## config.mk

```make
export PLATFORM = sky130hd
export DESIGN_NAME = uart_rx
export DESIGN_NICKNAME = d
export VERILOG_FILES = /design/src/rtl/uart_rx.sv
export SDC_FILE = /design/constraint.sdc
export NUM_CORES = 1
export LEC_CHECK = 0
export CAP_MARGIN = 20
export CORE_UTILIZATION = 40
export CTS_CLUSTER_SIZE = 12
export DETAILED_ROUTE_END_ITERATION = 8
export PLACE_DENSITY_LB_ADDON = 0.3
export SLEW_MARGIN = 5
export SYNTH_ARGS = -nofsm -noshare
export SYNTH_HDL_FRONTEND = slang
export SYNTH_SLANG_ARGS = --single-unit
```

## constraint.sdc

```tcl
create_clock -name clk_uart -period 2.55 [get_ports clk_uart]
set_clock_uncertainty 0.2 [all_clocks]
set_input_delay 0.255 -clock clk_uart [delete_from_list [all_inputs] [get_ports clk_uart]]
set_output_delay 0.255 -clock clk_uart [all_outputs]
set_load 0.05 [all_outputs]
```

## src/rtl/uart_rx.sv

```systemverilog
// Purpose : 8N1 serial receiver, 5x oversampled, 3-sample majority vote per bit,
//           byte presented in a holding register with a valid/ack handshake.
// Latency : data/data_valid update 49 clk_uart cycles after IDLE sees rx_s low
//           (51 cycles from the rx pin falling edge, including the 2-flop synchronizer).
// Backpressure: none on the line; a byte completing while data_valid=1 and ack=0
//           is dropped and sets the sticky overrun flag.
//
// Ports:
//   clk_uart    in   1          receive clock, 5x baud
//   rst_n       in   1          asynchronous reset, active low
//   rx          in   1          asynchronous serial input, idles high
//   ack         in   1          consumer has taken data; only acts while data_valid=1
//   data        out  DATA_BITS  last accepted byte
//   data_valid  out  1          holding register full; held until ack
//   frame_err   out  1          one-cycle pulse when the stop bit votes low
//   overrun     out  1          sticky: byte completed while data_valid=1
//   busy        out  1          receiver is inside a frame (not IDLE)

module uart_rx #(
   parameter int DATA_BITS = 8
) (
   input  logic                 clk_uart,
   input  logic                 rst_n,
   input  logic                 rx,
   input  logic                 ack,
   output logic [DATA_BITS-1:0] data,
   output logic                 data_valid,
   output logic                 frame_err,
   output logic                 overrun,
   output logic                 busy
);

   typedef enum logic [1:0] {
      IDLE  = 2'd0,
      START = 2'd1,
      DATA  = 2'd2,
      STOP  = 2'd3
   } state_t;

   localparam int              BIT_W    = (DATA_BITS > 1) ? $clog2(DATA_BITS) : 1;
   localparam logic [BIT_W-1:0] LAST_BIT = BIT_W'(DATA_BITS - 1);
   localparam logic [2:0]      PH_S1    = 3'd1;
   localparam logic [2:0]      PH_S2    = 3'd2;
   localparam logic [2:0]      PH_VOTE  = 3'd3;
   localparam logic [2:0]      PH_LAST  = 3'd4;

   // ---------------------------------------------------------------------
   // State
   // ---------------------------------------------------------------------
   logic                 rx_meta_q, rx_meta_d;
   logic                 rx_s_q,    rx_s_d;
   state_t               state_q,   state_d;
   logic [2:0]           phase_q,   phase_d;
   logic [BIT_W-1:0]     bit_idx_q, bit_idx_d;
   logic                 samp1_q,   samp1_d;
   logic                 samp2_q,   samp2_d;
   logic [DATA_BITS-1:0] shift_q,   shift_d;
   logic [DATA_BITS-1:0] data_q,    data_d;
   logic                 data_valid_q, data_valid_d;
   logic                 frame_err_q,  frame_err_d;
   logic                 overrun_q,    overrun_d;
   logic                 busy_q,       busy_d;

   logic                 phase_wrap;
   logic                 majority;
   logic                 accept;

   // The third vote is the live synchronized sample at phase 3, so the
   // decision is available in the same cycle the last sample arrives.
   assign phase_wrap = (phase_q == PH_LAST);
   assign majority   = (samp1_q & samp2_q) | (samp1_q & rx_s_q) | (samp2_q & rx_s_q);

   // ---------------------------------------------------------------------
   // Synchronizer, bit timing and frame FSM
   // ---------------------------------------------------------------------
   always_comb begin
      rx_meta_d   = rx;
      rx_s_d      = rx_meta_q;
      state_d     = state_q;
      phase_d     = phase_wrap ? 3'd0 : (phase_q + 3'd1);
      bit_idx_d   = bit_idx_q;
      samp1_d     = samp1_q;
      samp2_d     = samp2_q;
      shift_d     = shift_q;
      accept      = 1'b0;
      frame_err_d = 1'b0;

      if (state_q != IDLE) begin
         if (phase_q == PH_S1) samp1_d = rx_s_q;
         if (phase_q == PH_S2) samp2_d = rx_s_q;
      end

      case (state_q)
         IDLE: begin
            // The cycle that first sees the line low is start phase 0.
            phase_d = 3'd0;
            if (!rx_s_q) begin
               state_d = START;
               phase_d = PH_S1;
            end
         end

         START: begin
            if (phase_q == PH_VOTE && majority) begin
               // Glitch, not a real start bit: drop back silently.
               state_d = IDLE;
               phase_d = 3'd0;
            end else if (phase_wrap) begin
               state_d   = DATA;
               bit_idx_d = '0;
            end
         end

         DATA: begin
            // Line order is LSB first; shifting in at the top and moving
            // right leaves the first received bit at position 0.
            if (phase_q == PH_VOTE) begin
               shift_d = {majority, shift_q[DATA_BITS-1:1]};
            end
            if (phase_wrap) begin
               if (bit_idx_q == LAST_BIT) begin
                  state_d = STOP;
               end else begin
                  bit_idx_d = bit_idx_q + BIT_W'(1);
               end
            end
         end

         STOP: begin
            // Leave at the vote rather than the end of the bit so a start
            // bit immediately following the stop bit is caught on time.
            if (phase_q == PH_VOTE) begin
               state_d = IDLE;
               phase_d = 3'd0;
               if (majority) begin
                  accept = 1'b1;
               end else begin
                  frame_err_d = 1'b1;
               end
            end
         end

         default: begin
            state_d = IDLE;
            phase_d = 3'd0;
         end
      endcase

      busy_d = (state_d != IDLE);
   end

   // ---------------------------------------------------------------------
   // Holding register and handshake
   // ---------------------------------------------------------------------
   always_comb begin
      data_d       = data_q;
      data_valid_d = data_valid_q;
      overrun_d    = overrun_q;

      if (accept) begin
         if (!data_valid_q || ack) begin
            // Either empty, or the old byte is consumed in this very cycle.
            data_d       = shift_q;
            data_valid_d = 1'b1;
            if (data_valid_q) overrun_d = 1'b0;
         end else begin
            // Consumer still holds the old byte: keep it, flag the loss.
            overrun_d = 1'b1;
         end
      end else if (ack && data_valid_q) begin
         data_valid_d = 1'b0;
         overrun_d    = 1'b0;
      end
   end

   // ---------------------------------------------------------------------
   // Registers
   // ---------------------------------------------------------------------
   always_ff @(posedge clk_uart or negedge rst_n) begin
      if (!rst_n) begin
         rx_meta_q    <= 1'b1;
         rx_s_q       <= 1'b1;
         state_q      <= IDLE;
         phase_q      <= 3'd0;
         bit_idx_q    <= '0;
         samp1_q      <= 1'b1;
         samp2_q      <= 1'b1;
         shift_q      <= '0;
         data_q       <= '0;
         data_valid_q <= 1'b0;
         frame_err_q  <= 1'b0;
         overrun_q    <= 1'b0;
         busy_q       <= 1'b0;
      end else begin
         rx_meta_q    <= rx_meta_d;
         rx_s_q       <= rx_s_d;
         state_q      <= state_d;
         phase_q      <= phase_d;
         bit_idx_q    <= bit_idx_d;
         samp1_q      <= samp1_d;
         samp2_q      <= samp2_d;
         shift_q      <= shift_d;
         data_q       <= data_d;
         data_valid_q <= data_valid_d;
         frame_err_q  <= frame_err_d;
         overrun_q    <= overrun_d;
         busy_q       <= busy_d;
      end
   end

   assign data       = data_q;
   assign data_valid = data_valid_q;
   assign frame_err  = frame_err_q;
   assign overrun    = overrun_q;
   assign busy       = busy_q;

endmodule

```

Word-level counts from Yosys, hierarchy flattened
Index checks and enable logic that the tools add are counted.
Word-level totals
  logic and storage cells: 79
  input port bits: 4
  output and inout port bits: 12
  register bits: 32
Operators by class
  $add $sub $neg: 2
  multiplexer cells: 29
  reduce and logical (&&, ||, !) cells: 16
  equal/unequal tests: 14
  bitwise gates (word level): 5
Operator list (number)
  $mux W3: 7
  $mux W1: 13
  $mux W2: 6
  $reduce_and A2 Y1: 6
  $pmux W3 S3: 1
  $ne A2 B2 Y1 const B: 4
  $pmux W2 S4: 1
  $reduce_bool A2 Y1: 4
  $add A3 B1 Y3 const B: 2
  $eq A3 B2 Y1 const B: 2
  $eq A3 B3 Y1 const B: 2
  $pmux W3 S2: 1
  $reduce_and A5 Y1: 1
  $eq A2 B2 Y1 const B: 2
  $and A1 B1 Y1: 3
  $eq A3 B1 Y1 const B: 1
  $ne A3 B3 Y1 const B: 1
  $eq A2 B1 Y1 const B: 1
  $logic_and A1 B1 Y1: 2
  $logic_not A2 Y1: 1
  $ne A2 B1 Y1 const B: 1
  $or A1 B1 Y1: 2
  $logic_not A1 Y1: 1
  $logic_or A1 B1 Y1: 1

Longest topological paths before layout
Gate-level depths: netlist of the first run.
  depth in word-level cells: 8
  depth in mapped cells: 5
  mapped depth without buffers: 5

Worst setup path before layout of the first run
OpenSTA, ideal clock, no wires.
  path kind: register to register
  start: reg phase_q[0]
  end: reg data_q[0], in the netlist data[0]
  library setup time: 0.125 ns
  stages on the path, launching flop included: 6
  clock period less this slack: 1.869 ns
  path buffers: 0
  data arrival time: 1.544 ns
  setup slack: 0.681 ns
  data required time: 2.225 ns
  cells stage by stage: dfrtp_1 ha_1 ha_1 and3_2 nand3_4 mux2_2
Between the ends
  cells in the longest elaborated chain, start to end: 4
RTL lines
  from (decl): RTL line 53  | logic [2:0] phase_q, phase_d;
  from (signal assigned): RTL line 198  | phase_q <= phase_d;
  $eq A3 B2 Y1: RTL line 132  | if (phase_q == PH_VOTE) begin
  $mux W1: RTL line 132
  $mux W1: RTL line 93  | case (state_q)
  $reduce_and A2 Y1 (no line)
  to (signal assigned): RTL line 203  | data_q <= data_d;
  to (decl): RTL line 58  | logic [DATA_BITS-1:0] data_q, data_d;
No other way between the ends.
A chain may end at the register's enable or synchronous reset.

Worst setup path in the final report of the first run
  start: reg data_valid_q, in the netlist data_valid
  end: out data_valid
RTL lines
  from (decl): RTL line 59  | logic data_valid_q, data_valid_d;
  from (signal assigned): RTL line 204  | data_valid_q <= data_valid_d;
  to (decl): RTL line 27  | output logic data_valid,
No word-level cell between the ends.

==> metrics, run 1 <==
CTS Hold Buffers Added 0; startpoint types flop; FP Rows 21; Die ar. slightly below 4000 µm²; setup bufs post-CTS 0; layout cells sized above 1 0.288; YS warnings 0; most frequent cells after synthesis dfrtp_1 (28), mux2_2 (18), nand2_1 (10); Area Growth Syn to Fin 17.5%; GRT Total Usage 0.142; NetSw just under 600 µW; global-route wire length before repair roughly 4.2 mm; Via density just over 5; critical path buffer and inverter count 1; Clock Power Share 0.170; Cell Int Power approximately 1000 µW; synth top area cells dfrtp_1 (48%), mux2_2 (14%), dfstp_2 (7.3%), ha_1 (6.0%), nand2_1 (2.6%); fraction of registers with async set/reset 1.00; CP arrival approximately 1600 ps; Final min period 2010 ps; critical path required time 2100 ps; DR DRC count 0; RSZ-0062 raised after global routing no; Yosys cell types 36; Cells after Synth 109; PortBufs 15; Peak Freq 498 MHz; routed length per instance between 10 and 15 µm; worst r2r path cells 5; H-Tree Depth 2; gpl congestion around 0.8; Die Y approximately 62 µm; Detailed Route WL between 2 and 2.5 mm; DR vias ~900; status finished, final reports clean; CP endpoint kind primary output; Crit-path slowest cell clkdlybuf4s50_1; synthesized flop and latch total 32; Seq pwr share 0.463; CP Depth 1; clock sinks 32; Yosys top cell area share 0.484; final core occ 0.499; remaining antenna violation count 0; delay-heaviest family, CP buffers and inverters; CP Class flop to primary output; final slew viol count 0; vias in the first global route around 960; switching share of power 0.368; VDD IR max 0.362 mV; Most used DFF post-synth dfrtp_1; clk buf depth 2; max incr delay on CP 820 ps; Setup violations, final 0; CTS tree yes; CTS resizes 0; Mapped Nets between 100 and 150; total iterations of the first detailed-routing run 4; Die X a little over 60 µm; hold crit path type input port to async pin; Worst-path clk slew approximately 100 ps; crit path cell chain clkdlybuf4s50_1; initial antenna violation count 0; nets around 140; Starting Density 0.424; Post-Syn Area ~1400 µm²; pin count of the biggest net entering global routing 33; Seq/Total Area, Yosys 0.556; P_leak 0.810 nW; DRT iter0 DRCs between 50 and 60; CTS root buf clkbuf_4; Final Cycle Share 0.787; I/O pin total 16; EDFF count, synth 0; clk_lat worst skew between 300 and 400 ps; Max-cap violations 0; Max FO, Critical Path 4; Core Region approximately 3400 µm²; Gate power share 0.368; TNS Setup 0 ps; hpwl dp 1.67 mm; count leader, synth dfrtp_1; GR Overflow Total 0; Yosys top cell by area dfrtp_1; max_slew headroom 0.660; Hold Fails Final Rpt 0; # diodes 0; # fillers 310; slew of the pin with the lowest slew margin 508 ps; Power Density 921 nW/µm²; CTS buffer count 5; Post-Syn Area per Cell 13.3 µm²
[sequential cells by signal, summed over array words and instances (netlist names)]
register and flops:
samp2_q 1, rx_meta_q 1, samp1_q 1, state_q 2, busy 1, shift_q 8
data_valid 1, overrun 1, rx_s_q 1, phase_q 3, data 8, frame_err 1
bit_idx_q 3
[cell families after synthesis]
family,after synthesis,share of synthesized area
DFF,32,0.556
and+or+nand+nor,31,0.132
buffers and inverters,6,0.0207
muxes,18,0.140
AOI/OAI and AO/OA,14,0.0812
adders and majority gates,8,0.0699
[layout by cell type (no fill, tap or decap), types with 2 or more instances in the layout]
cell type,netlist,routed
o21ai_0,2,2
nand3_1,3,3
dfstp_2,4,4
nor2_1,3,3
mux2_2,18,18
clkbuf_1,0,2
inv_1,5,5
nand2_1,10,10
a21oi_1,2,2
ha_1,7,7
clkdlybuf4s50_1,0,15
a2bb2oi_1,2,2
dfrtp_1,28,28
clkbuf_4,0,5
[layout make-up]
| cell class | count | area (µm²) | share of cell area |
|---|---|---|---|
| multi-input combinational | 71 | 613 | 0.360 |
| clock inverter | 1 | 5.00 | 0.00294 |
| inverter | 5 | 18.8 | 0.0110 |
| timing repair buffer | 16 | 158 | 0.0926 |
| tap | 46 | 57.6 | 0.0338 |
| sequential | 32 | 806 | 0.473 |
| clock buffer | 7 | 45.0 | 0.0265 |
[stage by stage]
| stage | instance area, µm² | hold WS [ps] | power (mW) | setup slack, ps | std cells |
|---|---|---|---|---|---|
| floorplan | 1450 | -241 | 1.17 | 681 | 109 |
| global route | 1700 | 109 | 1.69 | 473 | 178 |
| CTS | 1700 | 115 | 1.59 | 523 | 178 |
| detailed placement | 1650 | 151 | 1.31 | 566 | 170 |
| finish | 1700 | 116 | 1.57 | 544 | 178 |
| global placement | 1650 | 146 | 1.29 | 617 | 170 |
[power groups by stage]
stage,Sequential [mW],Combinational (mW),Clock (mW)
floorplan,0.759,0.407,0
global placement,0.728,0.564,0
detailed placement,0.734,0.578,0
CTS,0.724,0.581,0.280
global route,0.739,0.648,0.304
finish,0.726,0.577,0.266
[metal layers]
layer / track usage / wire length, µm / share of wire / vias up
li1: - / - / - / 439
met1: 0.169 / 1090 / 0.46 / 454
met2: 0.221 / 1110 / 0.47 / 20
met3: 0.0588 / 121 / 0.051 / 6
met4: 0.0669 / 44 / 0.019 / 0
met5: 0 / 0 / 0 / -
[final timing paths]
path,endpoint,slack (ps),startpoint
hold / removal,data_valid,120,rst_n
hold reg to reg,rx_s_q,160,rx_meta_q
setup / recovery,data_valid,540,data_valid
max in group asynchronous,samp2_q,1710,rst_n
min in group clk_uart,rx_meta_q,130,rx
setup reg to reg,data[5],570,phase_q[0]
Power figures use the tool's default switching activity.
==> run 2: changes to the inputs <==
Clock period 2.55 ns to 1.8 ns, I/O delays scaled along.
==> run 2 against run 1 <==
Utilization up 4.6 points. Highest routed layer unchanged. Die area is the same. Largest power group is now combinational cells. Critical path type is now flop to flop. Flip-flop and latch count stayed put. Non-clock buffer count increased by 9. Design area rose by 9.3%. Worst setup slack worse by 530 ps.
==> metrics, run 2 (same netlist as run 1, synthesis figures left out) <==
status finished, final reports clean; CTS buffer count 5 (unchanged); Worst-path clk slew 90 ps (about the same); GRT Total Usage 0.146 (+0.00475); Starting Density 0.424 (unchanged); Die ar. 3870 µm² (unchanged); I/O pin total 16 (unchanged); Power Density 1360 nW/µm² (+47%); initial antenna violation count 0 (unchanged); Die X 62.2 µm (unchanged); Via density 5.00 (-3.2%); FP Rows 21 (unchanged); nets 151 (+6.3%); Crit-path slowest cell dfrtp_1; TNS Setup 0 ps (unchanged); worst hold slack 41.6 ps (-74.0 ps); Max-cap violations 0 (unchanged); RSZ-0062 raised after global routing yes; slew of the pin with the lowest slew margin 395 ps (-113 ps); PortBufs 15 (unchanged); most frequent cells in the layout dfrtp_1 (28), buf_4 (21), nand2_1 (10), mux2_2 (10), mux2_4 (8); CTS tree yes; remaining antenna violation count 0 (unchanged); Post-DP Area 1690 µm² (+2.0%); CP Class flop to flop; most common cell after layout, fill and taps aside dfrtp_1; Die Y 62.2 µm (unchanged); DR vias 935 (+1.7%); routed length per instance 13.8 µm (+3.6%); Setup violations, final 0 (unchanged); DR DRC count 0 (unchanged); Core Region 3420 µm² (unchanged); critical path required time 1870 ps (-230 ps); VDD IR max 0.616 mV (+70%); critical path buffer and inverter count 0 (-1); Peak Freq around 560 MHz; Detailed Route WL 2.58 mm (+8.8%); gpl congestion 0.845 (+2.6%); delay-heaviest family, CP simple AND/OR/NAND/NOR gates; clk buf depth 2 (unchanged); H-Tree Depth 2 (unchanged); # diodes 0 (unchanged); GR Overflow Total 0 (unchanged); pin count of the biggest net entering global routing 33 (unchanged); CTS Hold Buffers Added 0 (unchanged); startpoint types flop; final slew viol count 0 (unchanged); CP arrival 1860 ps (+310 ps); max incr delay on CP 400 ps (-420 ps); global-route wire length before repair 4.33 mm (+2.9%); CTS root buf clkbuf_4; clk_lat worst skew 320 ps (about the same); max_slew headroom 0.737 (+0.0762); clock sinks 32 (unchanged); Area Growth Syn to Fin 28.4%; vias in the first global route 957 (-0.52%); design area 1860 µm² (+9.3%); hpwl dp 1.76 mm (+5.8%); Max FO, Critical Path 3 (-1); P_leak 0.905 nW (+12%); crit path cell chain ha_2 > ha_4 > or3b_4 > or3_1 > nand3_1; DRT iter0 DRCs 48 (-7.7%); hold crit path type input port to async pin; Hold Fails Final Rpt 0 (unchanged); total iterations of the first detailed-routing run 4 (unchanged); Final Cycle Share 0.994; Final min period 1790 ps; CP endpoint kind flop; Power Total 2.53 mW (+61%); layout cells sized above 1 0.489 (+0.201)
[run 2: cell types whose count changed in the layout (fill, tap and decap cells not counted), sizes merged]
cell / before / now
clkinvlp: 0 / 1
clkinv: 1 / 0
buf: 1 / 22
clkdlybuf4s50: 15 / 3
[run 2: report_power, final]
| part | internal, mW | switching [mW] | total, mW |
|---|---|---|---|
| clock network | 0.191 | 0.231 | 0.422 |
| registers | 0.879 | 0.152 | 1.03 |
| logic | 0.547 | 0.526 | 1.07 |
[run 2: final cells by class]
type,instances,area (µm²)
Sequential cell,32,806
Timing Repair Buffer,25,199
Clock inverter,1,7.51
Inverter,5,18.8
Clock buffer,7,55.1
Fill cell,302,1560
Multi-Input combinational cell,71,717
Tap cell,46,57.6
[run 2: metrics by stage]
stage / util / setup WS [ps] / instances
after floorplan: - / 1.74 / 109
after CTS: 0.518 / 3.81 / 186
after global placement: 0.493 / -7.51 / 178
after global routing: 0.545 / -71.5 / 187
final: 0.545 / 10.9 / 187
after detailed placement: 0.493 / -19.7 / 178
[run 2: metal layers]
layer,vias up,part of all wire,track usage
li1,457,-,-
met1,455,0.45,0.176
met2,16,0.51,0.239
met3,7,0.028,0.0496
met4,0,0.014,0.0610
met5,-,0,0
[run 2: worst paths after layout]
path                         startpoint  depth (start not counted)  slack, ps            to
setup / recovery           bit_idx_q[1]                          5         10  bit_idx_q[0]
hold / removal                    rst_n                          2         40  bit_idx_q[2]
setup reg to reg           bit_idx_q[1]                          5         10  bit_idx_q[0]
hold reg to reg               rx_meta_q                          0        160        rx_s_q
max in group asynchronous         rst_n                          2       1030       samp1_q
min in group clk_uart                rx                          1         50     rx_meta_q
[run 2: what timing repair did]
action                     4_1_cts  5_1_grt
resized for setup                5       19
buffers inserted                 0        1
setup endpoints to repair       14       20
pin swaps                        1        5
cloned                           0        0
